--- config.mk ---
export PLATFORM = sky130hd
export DESIGN_NAME = program_loader
export DESIGN_NICKNAME = d
export VERILOG_FILES = /design/src/rtl/program_loader.sv
export SDC_FILE = /design/constraint.sdc
export NUM_CORES = 1
export LEC_CHECK = 0
export CAP_MARGIN = 10
export CORE_MARGIN = 5
export CORE_UTILIZATION = 55
export CTS_CLUSTER_SIZE = 40
export DETAILED_ROUTE_END_ITERATION = 8
export PLACE_DENSITY = 0.87
export SYNTH_ARGS = -nofsm -noshare
export SYNTH_HDL_FRONTEND = slang
export SYNTH_SLANG_ARGS = --single-unit
--- constraint.sdc ---
create_clock -name clk -period 6.3 [get_ports clk]
set_input_delay 1.26 -clock clk [delete_from_list [all_inputs] [get_ports clk]]
set_output_delay 1.26 -clock clk [all_outputs]
set_load 0.005 [all_outputs]
--- src/rtl/program_loader.sv ---
// Boot loader: parses a little-endian word-count header from the host byte stream,
// assembles 32-bit words, writes them to program memory and reports a status byte.
`ifndef PROGRAM_MEMORY_ADDRESS_BITWIDTH
`define PROGRAM_MEMORY_ADDRESS_BITWIDTH 12
`endif

module program_loader #(
   parameter int ADDRESS_BITWIDTH = `PROGRAM_MEMORY_ADDRESS_BITWIDTH,
   parameter int DEPTH_WORDS      = 2**(ADDRESS_BITWIDTH-2)
) (
   input  logic                        clk,
   input  logic                        reset_n,
   input  logic                        start,
   input  logic [7:0]                  rx_data,
   input  logic                        rx_valid,
   output logic                        rx_ready,
   output logic [7:0]                  tx_data,
   output logic                        tx_valid,
   input  logic                        tx_ready,
   output logic [ADDRESS_BITWIDTH-1:0] write_address,
   output logic [31:0]                 write_data,
   output logic                        write_enable,
   output logic                        cpu_hold,
   output logic                        load_done,
   output logic                        load_error
);

   localparam int         IW    = ADDRESS_BITWIDTH - 1;
   localparam logic [32:0] DEPTH = 33'(DEPTH_WORDS);
   localparam logic [7:0] OK    = 8'hAA;
   localparam logic [7:0] ERR   = 8'hEE;

   typedef enum logic [2:0] {IDLE, HDR, DATA, WRITE, STATUS, DONE} state_t;

   state_t        state, state_nxt;
   logic [1:0]    byte_cnt;
   logic [23:0]   shreg;
   logic [31:0]   count;
   logic [IW-1:0] word_idx;
   logic [31:0]   shifted, idx_inc;
   logic          take, last_byte, oversize;

   assign take      = rx_valid && rx_ready;
   assign last_byte = take && (byte_cnt == 2'd3);
   // Incoming byte lands in the MSB; after four bytes byte 0 sits in [7:0].
   assign shifted   = {rx_data, shreg};
   assign oversize  = ({1'b0, shifted} > DEPTH);
   assign idx_inc   = 32'(word_idx) + 32'd1;

   always_ff @(posedge clk or negedge reset_n) begin
      if (!reset_n) state <= IDLE;
      else          state <= state_nxt;
   end

   always_comb begin
      state_nxt = state;
      case (state)
         IDLE, DONE: if (start) state_nxt = HDR;
         HDR:        if (last_byte) state_nxt = (oversize || shifted == 32'd0) ? STATUS : DATA;
         DATA:       if (last_byte) state_nxt = WRITE;
         WRITE:      state_nxt = (idx_inc == count) ? STATUS : DATA;
         STATUS:     if (tx_ready) state_nxt = DONE;
         default:    state_nxt = IDLE;
      endcase
   end

   // All outputs are registered from the next-state decode.
   always_ff @(posedge clk or negedge reset_n) begin
      if (!reset_n) begin
         rx_ready      <= 1'b0;
         tx_valid      <= 1'b0;
         tx_data       <= 8'h00;
         write_enable  <= 1'b0;
         write_address <= '0;
         write_data    <= '0;
         cpu_hold      <= 1'b0;
         load_done     <= 1'b0;
         load_error    <= 1'b0;
         byte_cnt      <= 2'd0;
         shreg         <= '0;
         count         <= '0;
         word_idx      <= '0;
      end else begin
         rx_ready     <= (state_nxt == HDR) || (state_nxt == DATA);
         write_enable <= (state_nxt == WRITE);
         tx_valid     <= (state_nxt == STATUS);
         cpu_hold     <= (state_nxt == HDR) || (state_nxt == DATA) ||
                         (state_nxt == WRITE) || (state_nxt == STATUS);
         if (take) begin
            shreg    <= shifted[31:8];
            byte_cnt <= byte_cnt + 2'd1;
         end
         if ((state == IDLE || state == DONE) && start) begin
            byte_cnt   <= 2'd0;
            word_idx   <= '0;
            load_done  <= 1'b0;
            load_error <= 1'b0;
         end
         if (state == HDR && last_byte) begin
            count   <= shifted;
            tx_data <= oversize ? ERR : OK;
         end
         if (state == DATA && last_byte) begin
            write_data    <= shifted;
            write_address <= {word_idx[IW-2:0], 2'b00};
         end
         if (state == WRITE) begin
            word_idx <= word_idx + IW'(1);
            if (idx_inc == count) tx_data <= OK;
         end
         if (state == STATUS && tx_ready) begin
            load_done  <= (tx_data == OK);
            load_error <= (tx_data == ERR);
         end
      end
   end

endmodule

**Word-level counts from Yosys, hierarchy flattened**

Cells that the tools add are included.

- Register bits: 128
- Logic and storage cells: 66

- Add/sub/neg operators: 3
- Order comparisons: 1
- Eq/ne operators: 13
- Mux-type cells: 18
- Reduce and logical (&&, ||, !) cells: 17

Operator list:

| kind | count |
|---|---|
| == test 12 x 32 -> 1 bit | 1 |
| > comparator 32 x 11 -> 1 bit, second input constant | 1 |
| zero test 32 bit | 1 |
| 2-to-1 mux 8 bit | 3 |
| 2-to-1 mux 11 bit | 2 |
| 2-to-1 mux 3 bit | 6 |
| == test 8 bit, second input constant | 2 |
| case mux 3 bit (5 select lines) | 1 |
| adder 11 x 1 -> 12 bit, second input constant | 1 |
| == test 3 x 2 -> 1 bit, second input constant | 4 |
| adder 11 x 1 -> 11 bit, second input constant | 1 |
| == test 3 bit, second input constant | 3 |
| 2-to-1 mux 7 bit | 1 |
| == test 3 x 1 -> 1 bit, second input constant | 2 |
| logical AND 1 bit | 6 |
| nonzero test 2 bit | 3 |
| logical OR 1 bit | 5 |
| 2-to-1 mux 2 bit | 2 |
| zero test 3 bit | 1 |
| 2-to-1 mux 1 bit | 3 |
| adder 2 x 1 -> 2 bit, second input constant | 1 |
| == test 2 bit, second input constant | 1 |
| OR reduction 2 bit | 1 |

**Depth between registers and ports, before layout**

Gate-level depths: netlist of run 1.

- Depth after elaboration: 9
- Depth in mapped cells: 9
- Depth with buffers taken out: 7

**Worst setup path after synthesis of run 1**

No wires, ideal clock.

- Kind: input-to-reg
- Start: input port rx_valid
- End: register cpu_hold
- Setup time: 125 ps
- Arrival: 2525 ps
- Required time: 6175 ps
- Path slack: 3651 ps
- Stages: 7
- Cells stage by stage: and4b_1 nand2b_1 clkbuf_1 nor3_1 a2111oi_2 nand2_1 mux2_2

- Word-level cells in the longest chain between the ends: 8
- Elaborated cells on any way between the ends: 12
- Classes of those cells: eq/ne: 4; mux: 3; reduce/logical: 5

RTL lines:

| what | RTL line | text |
|---|---|---|
| from (decl) | 15 | `input logic rx_valid,` |
| logical AND 1 bit (*) | 43 | `assign take = rx_valid && rx_ready;` |
| logical AND 1 bit (*) | 44 | `assign last_byte = take && (byte_cnt == 2'd3);` |
| 2-to-1 mux 3 bit (on tied branches) | 60, 59 |  |
| case mux 3 bit (5 select lines) (*) | 57 | `case (state)` |
| == test 3 x 1 -> 1 bit or == test 3 x 2 -> 1 bit (tied branches) | 87 | `cpu_hold <= (state_nxt == HDR) \|\| (state_nxt == DATA) \|\|` |
| logical OR 1 bit (2 in series) | 87 |  |
| logical OR 1 bit (*) | 88 | `(state_nxt == WRITE) \|\| (state_nxt == STATUS);` |
| to (signal assigned) | 87 |  |
| to (decl) | 23 | `output logic cpu_hold,` |

Mark *: on every way between the ends. The rest lies on a longest branch, timed or not.
A chain may end at the register's enable or synchronous reset.

**Final worst setup path of run 1**

- Start: register word_idx[0]
- End: register tx_valid

- Word-level cells in the longest chain between the ends: 5

RTL lines:

| what | RTL line | text |
|---|---|---|
| from (decl) | 39 | `logic [IW-1:0] word_idx;` |
| from (signal assigned) | 108 | `word_idx <= word_idx + IW'(1);` |
| adder 11 x 1 -> 12 bit | 48 | `assign idx_inc = 32'(word_idx) + 32'd1;` |
| == test 12 x 32 -> 1 bit | 61 | `WRITE: state_nxt = (idx_inc == count) ? STATUS : DATA;` |
| 2-to-1 mux 3 bit | 61 |  |
| case mux 3 bit (5 select lines) | 57 |  |
| == test 3 bit | 86 | `tx_valid <= (state_nxt == STATUS);` |
| to (signal assigned) | 86 |  |
| to (decl) | 18 | `output logic tx_valid,` |

Every way passes these cells.

==> impl_metrics.ini, run 1 <==
[outcome]
status = complete, no violations

[setup_path]
timing.rr.end = tx_valid
arrival_ns = 3.74
cp_data_required_time_ns = 6.75
crit_type = reg -> reg
crit_family = simple AND/OR/NAND/NOR gates
cp.buffers_inverters = 1
crit_chain = ha_1, inv_1, or4_4, xnor2_2, a21o_2, nor4b_2, o31a_1
ff2ff_path_depth = 7
worst-path-max-fanout = 11
reg2reg_from = word_idx[0]
r2r_setup_slack_ns = 3.01
end_kind = register
startpoint_type = register
cp_slowest_cell = nor4b_2
critPathMaxStageDelay_ns = 0.91

[synth]
synth-edff-count = 0
synthTopCellsByCount = dfrtp_1, mux2_2, nand2_1
synth-main-ff-cell = dfrtp_1
syn_inst = 430
yosysSeqAreaShare_pct = 57.7
yosysTopAreaCell = dfrtp_1
synth_area_per_cell_um2 = 12.9
ys_ff_latch = 128
synth_cell_types = 50
ys_top_cells_by_area = dfrtp_1, mux2_2, nand2_1
postSynth.asyncResetShare_pct = 100
yosysWarnings = 0
yosysMostFrequentCell = dfrtp_1
synthesis.area_um2 = 5550
synth.top_cell.area_share_pct = 57.7

[drt]
drt-initial-drc-count = 248
post_drt_wl_per_cell_um = 20.0
route.vias.total = 3790
via_per_inst = 5.88
ant_nets = 0
dr.pass1.iters = 7
drc_errors = 0
finalWirelength_um = 12900

[floorplanning]
coreArea_um2 = 9820
start_util_pct = 56.5
die_h_um = 110
die_x_um = 110
std_cell_rows = 36
pin_count = 71
die_area_um2 = 12200

[layout]
drive_gt1_share_pct = 27.5
antenna_cells = 0
seqCellArea_um2 = 3200
finalNonFillerCells = 645
fin_nets = 514
areaGrowthSynthToFinish_pct = 24.0
final_cell_area_um2 = 6880
multi_input_area_um2 = 2220
nFillCells = 695

[power]
power.leakage_nw = 3.02
p_total_mw = 2.78
peakVddDrop_uv = 206
p_per_area_nw_per_um2 = 404

[timing]
rsz0062_at_grt = no
fin_skew_ns = 0.00828
max_freq_mhz = 304
slew_viol_final = 0
period_share_pct = 52.2
finalHoldViolCount = 0
setup_viol = 0
relSlewSlack_pct = 22.6
tns_ns = 0
period_minus_slack_ns = 3.29
worst_pin_slew_ns = 1.16

[place]
placed_cells = 613
port-buffer-count = 68
postPlaceCellArea_um2 = 6320
hpwl_um = 8280
place_congestion = 0.871

[clock_tree]
clk_pin_slew_ns = 0.06
clock_latency_ns = 0.52
cts_made_buffers = 17
cts.repair.resized = 0
tritoncts = done
cts_root_buf = clkbuf_8
h-tree-depth = 4
cts_hold_buf = 0
post_cts_buffers = 0
clock_path_buffers = 2
cts_num_sinks = 128

[grt]
grt_first_pass_wirelength_um = 21700
grt_max_degree = 69
grt_usage_pct = 22.0
antenna_found_initial = 0
grt-ovfl-total = 0
grt_pass1_vias = 4036

[flow_run]
drv_cap = 0

[hold_path]
hold_path.class = reg -> reg
hp-start = tx_data[1]
whs_endpoint = tx_data[1]
min_path_cells = 1
==> cell type report <==
class / count / area share, %
Clock buffer: 19 / 6.27
Clock inverter: 13 / 1.85
Inverter: 9 / 0.491
Timing Repair Buffer: 71 / 10.2
Multi-Input combinational cell: 272 / 32.2
Tap cell: 133 / 2.42
Sequential cell: 128 / 46.5
==> metrics by stage <==
stage / hold slack [ns] / utilization, % / setup WS [ns]
global placement: 0.471 / 64.4 / 2.83
detailed placement: 0.477 / 64.4 / 2.70
finish: 0.491 / 70.1 / 3.01
floorplan: 0.470 / - / 3.65
CTS: 0.491 / 70.1 / 3.01
global route: 0.527 / 70.1 / 2.84
==> how the worst max path moves through the flow <==
stage / cells past startpoint / startpoint / to / slack, ns
after floorplan: 7 / rx_valid / cpu_hold / 3.65
after global placement: 8 / rx_valid / cpu_hold / 2.83
after detailed placement: 8 / rx_valid / cpu_hold / 2.70
after CTS: 7 / word_idx[0] / tx_valid / 3.01
after global routing: 7 / word_idx[0] / tx_valid / 2.84
final: 7 / word_idx[0] / tx_valid / 3.01
==> layout by cell type, fill, tap and decap left out, types with 4 or more instances in the layout <==
master / netlist / routed
inv_6: 0 / 4
buf_4: 2 / 4
o21ai_0: 13 / 13
mux2_2: 98 / 98
nand2_1: 22 / 22
dfrtp_1: 128 / 128
nand4_1: 5 / 5
nor4_1: 13 / 13
clkbuf_16: 0 / 16
inv_1: 9 / 9
nor3b_1: 4 / 4
a21oi_1: 10 / 10
or3_1: 7 / 7
nand2b_1: 4 / 4
clkdlybuf4s50_1: 0 / 67
nor3_1: 7 / 7
xnor2_1: 6 / 6
nand3_1: 8 / 8
o22ai_1: 4 / 4
nor2_1: 19 / 18
xor2_1: 7 / 7
==> power by group <==
part           leakage [nW]  switching (mW)  total (mW)  internal [mW]
clock network         0.272           0.388       0.929          0.541
registers              1.64           0.230        1.26           1.03
logic                  1.11           0.250       0.584          0.334
total                  3.02           0.868        2.78           1.91
==> state kept, by name, summed over array words and instances, names as in the netlist <==
signal	count
byte_cnt	2
write_data	32
tx_data	8
state	3
write_enable	1
tx_valid	1
rx_ready	1
count	32
write_address	10
cpu_hold	1
shreg	24
load_error	1
load_done	1
word_idx	11
==> per-layer routing <==
| metal | up-vias | GRT usage, % | wire (um) |
|---|---|---|---|
| li1 | 1700 | - | - |
| met1 | 1914 | 28.8 | 5390 |
| met2 | 147 | 36.5 | 6620 |
| met3 | 29 | 4.98 | 721 |
| met4 | 0 | 7.31 | 201 |
| met5 | - | 0 | 0 |
==> cell families after synthesis <==
family	Yosys count	share of synthesized area [%]
flops	128	57.7
simple gates	108	11.3
mux	98	19.9
compound gates	48	5.73
buf+inv	31	2.52
xor+xnor	14	2.34
fa+ha+maj	2	0.451
other cells	1	0.0676
No activity file was read; power rests on OpenSTA's default activity.
==> run 2: changes to the inputs <==
- clock period: 6.3 -> 3.3 ns (I/O delays scaled with it)
==> impl_metrics.ini, run 2 (synthesized netlist as in run 1, its figures left out) <==
[clock_tree]
cts.repair.resized = 0
h-tree-depth = 4
cts_made_buffers = 17
cts_hold_buf = 0
cts_num_sinks = 128
tritoncts = done
clock_latency_ns = 0.51
cts_root_buf = clkbuf_8
clock_path_buffers = 2
clk_pin_slew_ns = 0.06
post_cts_buffers = 0

[timing]
max_freq_mhz = 373
finalHoldViolCount = 0
period_minus_slack_ns = 2.68
setup_viol = 0
worst_pin_slew_ns = 0.825
hold_ws_ns = 0.252
slew_viol_final = 0
fin_skew_ns = 0.0107
relSlewSlack_pct = 45.0
setup_slack_ns = 0.617
period_share_pct = 81.3
tns_ns = 0
rsz0062_at_grt = no

[setup_path]
crit_family = simple AND/OR/NAND/NOR gates
r2r_setup_slack_ns = 0.62
end_kind = register
worst-path-max-fanout = 11
reg2reg_from = word_idx[1]
arrival_ns = 3.13
cp_slowest_cell = or4_4
cp_data_required_time_ns = 3.74
startpoint_type = register
startpoint = word_idx[1]
crit_chain = ha_1, inv_1, or4_4, xnor2_2, a21o_2, nor4b_2, buf_4, o31a_1
cp.buffers_inverters = 2
critPathMaxStageDelay_ns = 0.60
crit_type = reg -> reg

[place]
port-buffer-count = 68
dpl_worst_slack_ns = 0.575
placed_cells = 620
place_congestion = 0.884
hpwl_um = 8520
postPlaceCellArea_um2 = 6390

[hold_path]
hold_path.class = in -> async

[floorplanning]
start_util_pct = 56.5
die_area_um2 = 12200
std_cell_rows = 36
coreArea_um2 = 9820
die_h_um = 110
pin_count = 71
die_x_um = 110

[layout]
nFillCells = 688
layout_common_cells = dfrtp_1, mux2_2, clkdlybuf4s50_1, nand2_1, nor2_1
areaGrowthSynthToFinish_pct = 25.9
fin_nets = 521
finalNonFillerCells = 652
final_cell_area_um2 = 6990
antenna_cells = 0
seqCellArea_um2 = 3200
drive_gt1_share_pct = 28.7
multi_input_area_um2 = 2220
reg.largest.list = count: 32 flops, write_data: 32 flops, shreg: 24 flops
final_common_cell = dfrtp_1

[drt]
ant_nets = 0
finalWirelength_um = 13200
post_drt_wl_per_cell_um = 20.3
dr.pass1.iters = 5
route.vias.total = 3869
drt-initial-drc-count = 229
via_per_inst = 5.93
drc_errors = 0

[power]
power.leakage_nw = 3.08
p_per_area_nw_per_um2 = 778
peakVddDrop_uv = 432

[grt]
grt_pass1_vias = 4205
grt_max_degree = 66
grt-ovfl-total = 0
grt_first_pass_wirelength_um = 22400
antenna_found_initial = 0
grt_usage_pct = 22.7

[flow_run]
drv_cap = 0

[outcome]
status = complete, no violations
## run 2: power breakdown
group | internal (mW) | switching [mW]
registers | 1.97 | 0.441
logic | 0.656 | 0.504
clock network | 1.16 | 0.697
## run 2: metal layers
metal  up-vias  wire (um)  global-route usage, %
met4         0        415                   9.36
met3        36        740                   6.24
met5         -          0                      0
met2       152       6760                   38.4
li1       1720          -                      -
met1      1961       5330                   27.3
## run 2: through the flow
stage	utilization (%)	total power, mW
2_1_floorplan	-	3.05
3_3_place_gp	65.0	3.45
3_5_place_dp	65.0	3.54
4_1_cts	71.2	5.44
5_1_grt	71.2	5.69
6_report	71.2	5.43
## run 2: area by class of cell
| cell class | instances | area share (%) |
|---|---|---|
| Sequential cell | 128 | 45.8 |
| Clock inverter | 11 | 1.86 |
| Inverter | 9 | 0.484 |
| Timing Repair Buffer | 78 | 11.0 |
| Multi-Input combinational cell | 272 | 31.8 |
| Tap cell | 133 | 2.38 |
| Clock buffer | 21 | 6.72 |
## run 2: final timing paths
path / to / depth (start not counted)
worst max-delay path: tx_valid / 8
worst min-delay path: word_idx[9] / 1
worst max register to register: tx_valid / 8
worst min register to register: write_address[11] / 1
max in group asynchronous: count[9] / 2
min in group clk: write_address[11] / 1
==> run 3: changes to the inputs <==
- clock period: 3.3 -> 2.55 ns (I/O delays scaled with it)
==> impl_metrics.ini, run 3 (synthesized netlist as in run 1, its figures left out) <==
[layout]
drive_gt1_share_pct = 29.9
finalNonFillerCells = 661
layout_common_cells = dfrtp_1, mux2_2, clkdlybuf4s50_1, nand2_1, nor2_1
fin_nets = 530
nFillCells = 673
antenna_cells = 0
final_common_cell = dfrtp_1
multi_input_area_um2 = 2220
areaGrowthSynthToFinish_pct = 27.9
seqCellArea_um2 = 3200
reg.largest.list = count: 32 flops, write_data: 32 flops, shreg: 24 flops

[clock_tree]
h-tree-depth = 4
clk_pin_slew_ns = 0.06
clock_path_buffers = 2
clock_latency_ns = 0.52
tritoncts = done
cts_root_buf = clkbuf_8
cts_made_buffers = 17
cts_num_sinks = 128

[place]
placed_cells = 628
dpl_worst_slack_ns = 0.00195
place_congestion = 0.882
port-buffer-count = 68
hpwl_um = 8730

[floorplanning]
die_x_um = 110
pin_count = 71
start_util_pct = 56.5
die_area_um2 = 12200
std_cell_rows = 36
coreArea_um2 = 9820
die_h_um = 110

[grt]
grt_usage_pct = 23.3
grt_first_pass_wirelength_um = 22700
antenna_found_initial = 0
grt-ovfl-total = 0
grt_pass1_vias = 4180
grt_max_degree = 58

[timing]
fin_skew_ns = 0.00856
setup_slack_ns = 0.156
max_freq_mhz = 418
period_share_pct = 93.9
setup_viol = 0
hold_ws_ns = 0.500
tns_ns = 0
rsz0062_at_grt = no
period_minus_slack_ns = 2.39
slew_viol_final = 0
worst_pin_slew_ns = 0.662
finalHoldViolCount = 0
relSlewSlack_pct = 55.7

[drt]
route.vias.total = 3878
via_per_inst = 5.87
drc_errors = 0
post_drt_wl_per_cell_um = 20.7
dr.pass1.iters = 4
drt-initial-drc-count = 281
ant_nets = 0
finalWirelength_um = 13700

[hold_path]
hold_path.class = reg -> reg

[setup_path]
critPathMaxStageDelay_ns = 0.54
startpoint_type = register
worst-path-max-fanout = 4
cp_slowest_cell = a2111oi_2
cp_data_required_time_ns = 2.95
arrival_ns = 2.79
crit_chain = nor4_1, nand3_1, xor2_1, a2111oi_2, nand2_1, mux2_2
end_kind = register
crit_type = reg -> reg

[flow_run]
drv_cap = 0

[outcome]
status = complete, no violations

[power]
peakVddDrop_uv = 595
power.leakage_nw = 3.13
p_per_area_nw_per_um2 = 1010
==> run 3: repair_timing <==
action,4_1_cts,5_1_grt
endpoints found under the hold margin,6,0
gates resized for setup,0,1
hold buffers,1,0
endpoints found under the setup margin,0,1
setup buffers,0,0
==> run 3: worst paths after layout <==
path	start	to	slack, ns	cells after the start
min in group asynchronous	reset_n	write_address[11]	0.52	2
max in group asynchronous	reset_n	count[8]	1.29	3
setup reg to reg	shreg[5]	cpu_hold	0.16	6
setup / recovery	shreg[5]	cpu_hold	0.16	6
hold / removal	tx_data[1]	tx_data[1]	0.50	1
hold reg to reg	tx_data[1]	tx_data[1]	0.50	1
==> run 3: cell type report <==
class	instances	share of cell area, %
clock buffer	17	5.83
inverter	9	0.476
timing repair buffer	87	11.9
sequential	128	45.1
multi-input combinational	272	31.3
tap	133	2.34
clock inverter	15	2.94
==> run 3: per-stage QoR <==
stage	util [%]	power (mW)	instance area [um^2]
after floorplan	-	3.94	5550
after global placement	65.8	4.47	6460
after detailed placement	65.8	4.59	6460
after CTS	72.2	7.21	7090
after global routing	72.3	7.53	7100
final	72.3	7.20	7100
==> run 3: power breakdown <==
| part | switching [mW] | internal [mW] |
|---|---|---|
| Clock | 0.934 | 1.60 |
| Sequential | 0.588 | 2.56 |
| Combinational | 0.659 | 0.858 |
==> run 3: critical path, delay by kind of cell, from the launching register on <==
family / cells / cell delay [ns]
xor gates and xnor gates: 1 / 0.25
AOI/OAI and AO/OA: 1 / 0.54
DFF: 1 / 0.41
muxes: 1 / 0.32
and+or+nand+nor: 3 / 0.75
==> run 3: metal layers <==
metal  track usage [%]  vias up  part of all wire [%]
li1                  -     1725                     -
met1              30.0     1975                    42
met2              37.7      148                    51
met3              6.13       30                   5.4
met4              8.95        0                   2.3
met5                 0        -                     0
